===== config.mk =====
export PLATFORM = sky130hd
export DESIGN_NAME = pipe_stage_reg
export DESIGN_NICKNAME = d
export VERILOG_FILES = /design/src/rtl/pipe_stage_reg.sv
export SDC_FILE = /design/constraint.sdc
export NUM_CORES = 1
export LEC_CHECK = 0
export BUFFER_PORTS_ARGS = -buffer_cell sky130_fd_sc_hd__buf_2
export CAP_MARGIN = 20
export CORE_ASPECT_RATIO = 1.2
export CORE_MARGIN = 5
export CORE_UTILIZATION = 52
export CTS_CLUSTER_SIZE = 10
export DETAILED_ROUTE_END_ITERATION = 6
export PLACE_DENSITY = 0.79
export SLEW_MARGIN = 0
export SYNTH_ARGS = -nofsm -noshare
export SYNTH_HDL_FRONTEND = slang
export SYNTH_SLANG_ARGS = --single-unit

===== constraint.sdc =====
create_clock -name clock -period 4.6 [get_ports clock]
set_input_delay 0.23 -clock clock [delete_from_list [all_inputs] [get_ports clock]]
set_output_delay 0.23 -clock clock [all_outputs]
set_load 0.1 [all_outputs]

===== src/rtl/pipe_stage_reg.sv =====
// Pipeline stage register with a small circular buffer.
// It holds up to DEPTH in-flight instructions. Each entry is {payload, pc, exc, fault_addr}.
// Outputs are zeroed (bubble) whenever no entry is presented.
// After an instruction that carries an exception is accepted, no further pushes
// are accepted until it leaves or is flushed. This keeps exceptions precise.
module pipe_stage_reg #(
  parameter int DATA_W = 32,
  parameter int ADDR_W = 32,
  parameter int DEPTH  = 2
) (
  input  logic                       clock,
  input  logic                       reset_n,
  input  logic                       flush,
  input  logic                       stall,
  input  logic                       in_valid,
  output logic                       in_ready,
  input  logic [DATA_W-1:0]          in_data,
  input  logic [ADDR_W-1:0]          in_pc,
  input  logic                       in_exc,
  input  logic [ADDR_W-1:0]          in_fault_addr,
  output logic                       out_valid,
  input  logic                       out_ready,
  output logic [DATA_W-1:0]          out_data,
  output logic [ADDR_W-1:0]          out_pc,
  output logic                       out_exc,
  output logic [ADDR_W-1:0]          out_fault_addr,
  output logic [$clog2(DEPTH+1)-1:0] count,
  output logic                       exc_pending
);

  localparam int PTR_W = $clog2(DEPTH);
  localparam int CNT_W = $clog2(DEPTH+1);
  localparam logic [CNT_W-1:0] FULL_CNT = CNT_W'(DEPTH);

  // Entry storage
  logic [DATA_W-1:0] r_mem_data  [DEPTH];
  logic [ADDR_W-1:0] r_mem_pc    [DEPTH];
  logic              r_mem_exc   [DEPTH];
  logic [ADDR_W-1:0] r_mem_fault [DEPTH];

  // Control state
  logic [PTR_W-1:0] r_wr_ptr;
  logic [PTR_W-1:0] r_rd_ptr;
  logic [CNT_W-1:0] r_count;
  logic             r_exc_pending;

  // Next-state values and handshake strobes
  logic [PTR_W-1:0] w_wr_ptr_nxt;
  logic [PTR_W-1:0] w_rd_ptr_nxt;
  logic [CNT_W-1:0] w_count_nxt;
  logic             w_exc_pending_nxt;
  logic             w_push;
  logic             w_pop;
  logic             w_head_exc;

  // Handshake outputs, combinational from current state and the stage controls
  always_comb begin
    in_ready  = !stall && !flush && (r_count < FULL_CNT) && !r_exc_pending;
    out_valid = (r_count != '0) && !stall && !flush;
    w_push    = in_valid && in_ready;
    w_pop     = out_valid && out_ready;
  end

  // Head entry fields; a bubble drives zeros so stale storage never leaks out
  always_comb begin
    w_head_exc     = r_mem_exc[r_rd_ptr];
    out_data       = '0;
    out_pc         = '0;
    out_exc        = 1'b0;
    out_fault_addr = '0;
    if (out_valid) begin
      out_data       = r_mem_data[r_rd_ptr];
      out_pc         = r_mem_pc[r_rd_ptr];
      out_exc        = r_mem_exc[r_rd_ptr];
      out_fault_addr = r_mem_fault[r_rd_ptr];
    end
  end

  // Next pointers, occupancy and exception flag; flush overrides everything
  always_comb begin
    // NOTE: every output of this block is assigned a default first, so no path leaves it unassigned and no latch is inferred.
    w_wr_ptr_nxt      = r_wr_ptr;
    w_rd_ptr_nxt      = r_rd_ptr;
    w_count_nxt       = r_count;
    w_exc_pending_nxt = r_exc_pending;
    if (flush) begin
      w_wr_ptr_nxt      = '0;
      w_rd_ptr_nxt      = '0;
      w_count_nxt       = '0;
      w_exc_pending_nxt = 1'b0;
    end else begin
      // DEPTH is a power of two, so the pointers wrap on natural overflow
      if (w_push) w_wr_ptr_nxt = r_wr_ptr + PTR_W'(1);
      if (w_pop)  w_rd_ptr_nxt = r_rd_ptr + PTR_W'(1);
      case ({w_push, w_pop})
        2'b10:   w_count_nxt = r_count + CNT_W'(1);
        2'b01:   w_count_nxt = r_count - CNT_W'(1);
        default: w_count_nxt = r_count;
      endcase
      // The exception entry is always the youngest held entry, so popping it empties the flag
      if (w_pop && w_head_exc) w_exc_pending_nxt = 1'b0;
      if (w_push && in_exc)    w_exc_pending_nxt = 1'b1;
    end
  end

  // Control registers with asynchronous clear
  always_ff @(posedge clock or negedge reset_n) begin
    // NOTE: sequential state uses non-blocking assignments so every register samples pre-edge values.
    if (!reset_n) begin
      r_wr_ptr      <= '0;
      r_rd_ptr      <= '0;
      r_count       <= '0;
      r_exc_pending <= 1'b0;
    end else begin
      r_wr_ptr      <= w_wr_ptr_nxt;
      r_rd_ptr      <= w_rd_ptr_nxt;
      r_count       <= w_count_nxt;
      r_exc_pending <= w_exc_pending_nxt;
    end
  end

  // Entry write on accepted push
  always_ff @(posedge clock) begin
    // NOTE: storage has no reset; the bubble muxing guarantees it is invisible until written.
    if (w_push) begin
      r_mem_data[r_wr_ptr]  <= in_data;
      r_mem_pc[r_wr_ptr]    <= in_pc;
      r_mem_exc[r_wr_ptr]   <= in_exc;
      r_mem_fault[r_wr_ptr] <= in_fault_addr;
    end
  end

  assign count       = r_count;
  assign exc_pending = r_exc_pending;

endmodule


==> results.cfg, run 1 <==
[timing]
fin_skew_ps = 17.7
slew_viol_final = 0
max_slew.worst_pin.slew_ps = 995
tns_ps = 0
finalCriticalPeriod_ps = 2810
max_freq_ghz = 0.356
rsz0062_at_grt = false
final_hold_viol_count = 0
setup_viol = 0
slew_headroom = 0.336
post-route-period-util = 0.610

[finish]
area_delta_synth_final_pct = 37.1
nNetsFinal = 851
antenna_cells = 0
drive_gt1_frac = 0.322
instances_no_fill = 936

[placed_design]
dp_hpwl_um = 10300
dp_cells = 807
place.gp.congestion = 0.763
portBuffers = 204

[power]
p_leak_nw = 3.93
p_per_area_nw_per_um2 = 374
ir_drop_mv = 0.296

[yosys]
synth_nets = 548
syn_inst = 445
ys_ff_latch = 199
netlist-cell-type-count = 27
yosysWarnings = 0
ys_seq_area_frac = 0.782
synth_area_um2 = 7610
syn_area_per_cell_um2 = 17.1

[drt]
via_per_inst = 5.17
final_antenna_net_count = 0
first_pass_iters = 6
drt-initial-drc-count = 225
post_drt_wl_per_cell_um = 18.6
vias = 4835
finalWirelength_um = 17400
drc = 0

[hold_path]
min_path_type = in2reg
min-delay-start = in_fault_addr[28]

[worst_setup_path]
critPathKind = reg2out
cp-startpoint = r_rd_ptr
worstPathMaxFanout = 33
startpoint_type = flip-flop
crit_path_end_kind = primary output
r2r_start = count[1]
cp.arrival_ps = 2580
worstPathRequired_ps = 4370

[die]
die_x_um = 120
die_height_um = 143
top_level_ports = 205
design.die.area_um2 = 17200
initial_core_util = 0.530
fp-row-count = 48
coreArea_um2 = 14400

[clock_tree]
clk_pin_slew_ps = 60
cts-root-buf = clkbuf_16
ctsHtreeMaxLevel = 4
cts_resized = 0
cts.path.max_buffers = 2
cts_buffers = 17
clock_latency_ps = 440
cts.sinks = 199
cts_tree = built

[global_route]
grt_overflow = 0
antenna_found_initial = 1
grt_max_degree = 71
grtUsageTotal = 0.204
grt_pass1_wl_um = 26500
grt_pass1_vias = 5093

[status]
outcome = finished, final reports clean

[run]
max_cap_viol_count = 0
==> synth_stat cells, drive strengths merged <==
library cell    n  area, um^2
dfrtp           5         125
o311ai          1        16.3
buf            16        90.1
mux2i          97         971
nand4           1        6.26
a21bo           1        10.0
clkbuf          7        26.3
o21ai           3        18.8
inv             4        15.0
edfxtp        194        5830
nor4b           1        8.76
and3            1        7.51
nand3           1        5.00
nor4            1        21.3
or4b            1        10.0
nand2b          3        18.8
o41ai           1        8.76
nor2           99         372
a221o           1        10.0
nand3b          2        15.0
nor2b           1        6.26
a21oi           4        23.8
==> per-stage QoR <==
step | power (mW) | hold WS (ps) | setup slack (ps) | cell area [um^2] | utilization
finish | 3.90 | 30.2 | 1790 | 10400 | 0.727
global route | 4.03 | 6.08 | 1630 | 10400 | 0.727
CTS | 3.92 | 0.897 | 1770 | 10400 | 0.726
detailed placement | 2.38 | 56.0 | 1790 | 8860 | 0.618
global placement | 2.37 | 53.2 | 1790 | 8810 | 0.614
floorplan | 2.28 | -65.6 | 540 | 7610 | -
==> per-layer routing <==
layer	GRT usage	part of all wire	vias up
met5	0	0.0010	-
met4	0.0984	0.031	2
met3	0.0553	0.061	41
met2	0.367	0.54	191
met1	0.222	0.37	2336
li1	-	-	2265
==> placed cells by master (no fill, tap or decap) <==
cell	n
buf_2	204
nand2b_1	3
nor4b_1	1
o21ai_4	1
dfrtp_4	1
clkinvlp_4	2
bufinv_16	3
buf_4	2
nand4_1	1
nand3b_1	2
inv_1	3
o21ai_0	2
edfxtp_1	194
buf_16	2
o41ai_1	1
nor2_1	99
a21bo_2	1
nor4_4	1
dfrtp_1	4
clkbuf_1	5
and3_4	1
a221o_1	1
nand3_1	1
a21oi_2	1
clkbuf_16	17
o311ai_2	1
buf_12	2
clkinv_4	2
clkbuf_8	2
clkinv_2	2
dlygate4sd3_1	97
or4b_1	1
a21oi_1	3
nor2b_1	1
mux2i_1	97
==> logic make-up after synthesis <==
group | after synthesis | synth area share
mux | 97 | 0.128
compound gates | 11 | 0.0115
buf+inv | 27 | 0.0173
flops | 199 | 0.782
simple gates | 111 | 0.0618
==> critical path, stage by stage, from the launching register on <==
cell and delay (ps):
dfrtp_4 820, buf_4 540, mux2i_1 140, nor2_1 150, buf_2 450
==> path summary, 6_finish.rpt <==
check / endpoint / slack (ps) / cells past startpoint
max: out_fault_addr[9] / 1790 / 4
min: r_mem_fault[1][28] / 30 / 1
max reg2reg: r_mem_pc[1][25] / 1830 / 3
min reg2reg: exc_pending / 610 / 2
max in group asynchronous: r_rd_ptr / 4290 / 2
min in group asynchronous: r_rd_ptr / 160 / 2
==> cell type report <==
class	instances	area [um^2]
inverter	4	18.8
multi-input combinational	219	1540
tap	175	219
clock buffer	24	472
clock inverter	8	125
sequential	199	5950
fill	861	3920
timing repair buffer	307	2100
==> sequential cells by signal, indices dropped and copies added, names as in the netlist <==
signal and flops:
count 2, exc_pending 1, r_mem_data 64, r_mem_exc 2, r_mem_fault 64, r_mem_pc 64, r_rd_ptr 1, r_wr_ptr 1
==> repair_timing <==
item	CTS	global route
hold endpoints to repair	195	2
buffers inserted	0	0
hold buffers	96	1
==> power breakdown <==
part / internal [mW] / switching, mW / total [mW]
Sequential: 2.03 / 0.0145 / 2.04
Clock: 0.885 / 0.611 / 1.50
Combinational: 0.128 / 0.235 / 0.364
Total: 3.04 / 0.860 / 3.90
No activity file was read; power rests on OpenSTA's default activity.
==> inputs of run 2 (changes only) <==
- ABC_AREA: not set -> 1
- CORE_UTILIZATION: 52 -> 47
- PLACE_DENSITY: 0.79 -> 0.75
- clock period: 4.6 -> 2.4 ns (I/O delays scaled with it)
==> results.cfg, run 2 <==
[status]
outcome = finished, final reports clean

[placed_design]
dp_cells = 958
post_dp_cell_area_um2 = 9270
place.gp.congestion = 0.757
dp_hpwl_um = 11500
dp_slack_ps = 451
portBuffers = 204

[power]
ir_drop_mv = 0.589
p_per_area_nw_per_um2 = 722
power_mw = 7.86
p_leak_nw = 4.16

[hold_path]
min_path_type = in2reg
hold-path-endpoint = exc_pending
min-delay-start = in_valid
worstHoldPathCells = 5

[die]
die_height_um = 149
top_level_ports = 205
initial_core_util = 0.473
coreArea_um2 = 16100
design.die.area_um2 = 18800
fp-row-count = 51
die_x_um = 126

[clock_tree]
cts-root-buf = clkbuf_16
cts_tree = built
clock_latency_ps = 420
cts_post_setup_buffers_inserted = 0
clk_pin_slew_ps = 60
cts.sinks = 199
ctsHtreeMaxLevel = 4
cts.path.max_buffers = 2
cts_buffers = 17

[finish]
reg_top3 = r_mem_data (64), r_mem_fault (64), r_mem_pc (64)
layout_common_cells = nand2_1 (204), edfxtp_1 (194), buf_2 (172), dlygate4sd3_1 (99), a21oi_2 (86)
instances_no_fill = 1090
nNetsFinal = 967
final_common_cell = nand2_1
area_delta_synth_final_pct = 43.0
drive_gt1_frac = 0.398
stdcell_area_um2 = 10900

[drt]
first_pass_iters = 6
post_drt_wl_per_cell_um = 17.2
via_per_inst = 5.04
drc = 0
finalWirelength_um = 18700
final_antenna_net_count = 0
drt-initial-drc-count = 318
vias = 5499

[yosys]
synthFlopType = edfxtp_1
async_reset_ff_frac = 0.0251
yosys.area.top_type_share = 0.766
synth_area_um2 = 7600
synth_nets = 667
netlist-cell-type-count = 18
ys_top_cells_by_area = edfxtp_1 (77%), nand2_1 (10%), a21oi_1 (5.1%)
synth_commonest_cells = nand2_1 (204), edfxtp_1 (194), a21oi_1 (78)
syn_area_per_cell_um2 = 13.5
synth_edf_count = 194
ys_seq_area_frac = 0.782
yosysWarnings = 0
yosys.area.top_type = edfxtp_1
ys_ff_latch = 199
syn_inst = 564
synth_most_common_cell = nand2_1

[global_route]
grt_pass1_vias = 6023
grt_pass1_wl_um = 29400
grt_max_degree = 99
grtUsageTotal = 0.200
grt_overflow = 0
antenna_found_initial = 1

[worst_setup_path]
r2r_start = count[1]
crit_path_end_kind = primary output
critPathKind = reg2out
worstPathMaxFanout = 39
startpoint_type = flip-flop
cp.arrival_ps = 2200
reg2reg_slack_ps = 560
rr_worst_depth = 4
r2r-end = r_mem_data[0][13]
worstPathRequired_ps = 2280

[timing]
post-route-period-util = 0.966
final_hold_viol_count = 0
setup_viol = 0
fin_skew_ps = 14.1
max_slew.worst_pin.slew_ps = 520
finalCriticalPeriod_ps = 2320
setup_slack_ps = 80.8
slew_viol_final = 0
max_freq_ghz = 0.431
timing.hold.ws_ps = 67.5
slew_headroom = 0.655

[run]
max_cap_viol_count = 0
run 2: changes by cell type after synthesis, sizes merged, moves of 7 or more:
cell,change
buf,+8
inv,+7
a21oi,+94
mux2i,-97
nand2,+205
nor2,-91
run 2: metrics by stage:
step	TNS, ps	utilization
3_5_place_dp	0	0.577
2_1_floorplan	-104710	-
5_1_grt	-15.8	0.676
6_report	0	0.676
3_3_place_gp	0	0.577
4_1_cts	0	0.672
run 2: worst max path at each step:
stage | slack [ps] | to | start
after CTS | 9 | out_pc[1] | count[1]
after global placement | 490 | out_fault_addr[7] | count[1]
after global routing | -6 | out_data[15] | count[1]
after detailed placement | 450 | out_fault_addr[7] | count[1]
after floorplan | -560 | r_mem_data[1][0] | count[1]
final | 80 | out_pc[13] | count[1]
run 2: area by class of cell:
type | instances | area (um^2)
Multi-Input combinational cell | 322 | 1820
Clock buffer | 19 | 433
Clock inverter | 13 | 98.8
Fill cell | 1124 | 5200
Inverter | 12 | 46.3
Timing Repair Buffer | 312 | 2250
Tap cell | 212 | 265
Antenna cell | 1 | 2.50
Sequential cell | 199 | 5960
run 2: logic make-up (layout without fill, tap and decap cells):
logic type,count (synthesis),count (layout),share of synthesized area
compound gates,102,102,0.0770
simple gates,220,220,0.111
other cells,0,1,0
buf+inv,43,356,0.0291
flops,199,199,0.782
run 2: power by group:
| group | leakage, nW | internal (mW) | switching (mW) |
|---|---|---|---|
| clock network | 0.243 | 1.34 | 1.23 |
| logic | 2.10 | 0.333 | 1.01 |
| registers | 1.82 | 3.91 | 0.0291 |
| total | 4.16 | 5.58 | 2.28 |
run 2: timing repair:
item,CTS,global route
resized for setup,2,30
hold buffers,99,0
endpoints found under the hold margin,200,0
setup endpoints to repair,2,30
run 2: worst max-delay path, cell delays in order (launching register included):
cell and delay (ps):
dfrtp_4 440, inv_1 50, nand2_1 190, nand2_8 220
buf_12 270, a21oi_2 130, buf_2 440
run 2: routing by layer:
layer	GRT usage	share of wire
met4	0.0907	0.026
met1	0.217	0.36
met5	0	0
met3	0.0455	0.055
met2	0.370	0.55
==> inputs of run 3 (changes only) <==
- REMOVE_ABC_BUFFERS: not set -> 1
==> results.cfg, run 3 (synthesis results as in run 2) <==
[finish]
antenna_cells = 0
instances_no_fill = 1092
layout_common_cells = nand2_1 (204), edfxtp_1 (194), buf_2 (130), dlygate4sd3_1 (100), a21oi_1 (78)
nNetsFinal = 970
fill_cells = 1104
reg_top3 = r_mem_data (64), r_mem_fault (64), r_mem_pc (64)
final_common_cell = nand2_1
drive_gt1_frac = 0.310
area_delta_synth_final_pct = 40.7

[die]
die_x_um = 126
initial_core_util = 0.473
die_height_um = 149
fp-row-count = 51
design.die.area_um2 = 18800
top_level_ports = 205
coreArea_um2 = 16100

[drt]
drc = 0
finalWirelength_um = 18000
first_pass_iters = 5
post_drt_wl_per_cell_um = 16.5
vias = 5392
drt-initial-drc-count = 382
final_antenna_net_count = 0
via_per_inst = 4.94

[clock_tree]
clk_pin_slew_ps = 70
cts-root-buf = clkbuf_16
cts_post_setup_buffers_inserted = 0
cts.sinks = 199
cts_tree = built
clock_latency_ps = 420
cts.path.max_buffers = 2
ctsHtreeMaxLevel = 4
cts_buffers = 17

[status]
outcome = finished, final reports clean

[global_route]
grt_pass1_wl_um = 27300
grt_overflow = 0
grt_max_degree = 66
grtUsageTotal = 0.184
antenna_found_initial = 0
grt_pass1_vias = 5567

[timing]
finalCriticalPeriod_ps = 2240
fin_skew_ps = 8.73
max_slew.worst_pin.slew_ps = 512
rsz0062_at_grt = false
slew_headroom = 0.661
max_freq_ghz = 0.447
post-route-period-util = 0.932
final_hold_viol_count = 0
tns_ps = 0
setup_slack_ps = 163
slew_viol_final = 0
setup_viol = 0

[worst_setup_path]
crit_path_end_kind = primary output
worstPathRequired_ps = 2280
cp.arrival_ps = 2120
critPathKind = reg2out
rr_worst_depth = 4
cp-startpoint = count[1]
startpoint_type = flip-flop
r2r-end = r_mem_data[1][12]
reg2reg_slack_ps = 430
worstPathMaxFanout = 33
r2r_start = count[1]

[placed_design]
portBuffers = 204
dp_slack_ps = 492
dp_hpwl_um = 10400
dp_cells = 960
place.gp.congestion = 0.796

[power]
p_per_area_nw_per_um2 = 743
p_leak_nw = 4.20
ir_drop_mv = 0.576

[run]
max_cap_viol_count = 0

[hold_path]
min_path_type = in2async
run 3: cell types whose count changed in the layout (fill, tap and decap cells not counted), moves of 2 or more:
cell      delta
a21oi_1     +76
a21oi_2     -66
buf_2       -42
clkbuf_4    +35
a21oi_4     -10
buf_4        +7
dfrtp_1      +3
buf_12       +2
clkbuf_1     -2
clkinv_4     +2
dfrtp_2      -2
run 3: metal layers:
| layer | vias up | part of all wire | global-route usage |
|---|---|---|---|
| met2 | 195 | 0.54 | 0.326 |
| met4 | 0 | 0.017 | 0.0644 |
| met5 | - | 0 | 0 |
| met1 | 2585 | 0.38 | 0.221 |
| li1 | 2588 | - | - |
| met3 | 24 | 0.058 | 0.0448 |
run 3: critical path, stage by stage, from the launching register on:
cell     delay (ps)
dfrtp_1         420
inv_1            60
nand2_1         210
nand2_8         200
buf_12          240
a21oi_1         210
buf_4           330
run 3: metrics by stage:
step | cell area [um^2] | total power [mW] | utilization | hold WS (ps)
after global routing | 10700 | 8.24 | 0.665 | 51.1
final | 10700 | 7.95 | 0.665 | 55.8
after floorplan | 7430 | 4.86 | - | -176
after CTS | 10500 | 7.97 | 0.653 | 29.0
after detailed placement | 8930 | 5.15 | 0.556 | -49.8
after global placement | 8930 | 5.13 | 0.556 | -55.4
run 3: what timing repair did:
action / 4_1_cts / 5_1_grt
hold buffers: 100 / 0
setup endpoints to repair: 0 / 74
resized for setup: 0 / 84
endpoints found under the hold margin: 201 / 0
run 3: layout make-up:
class                           count  area [um^2]  share of cell area
Clock buffer                       17          425              0.0398
Clock inverter                     15          145              0.0136
Inverter                           12         46.3             0.00433
Multi-Input combinational cell    322         1460               0.137
Sequential cell                   199         5950               0.556
Tap cell                          212          265              0.0248
Timing Repair Buffer              315         2400               0.225
run 3: worst max-delay path by stage:
stage	to	slack, ps	cells after the start
after floorplan	r_mem_data[1][0]	-3410	3
after detailed placement	out_data[2]	490	6
after global routing	out_fault_addr[11]	40	6
after global placement	out_data[15]	540	6
after CTS	out_data[2]	20	6
final	out_data[2]	160	6
run 3: report_power, final:
group          switching, mW  internal (mW)  leakage (nW)
registers             0.0275           3.91          1.82
clock network           1.25           1.46         0.265
logic                  0.968          0.339          2.11
total                   2.25           5.70          4.20
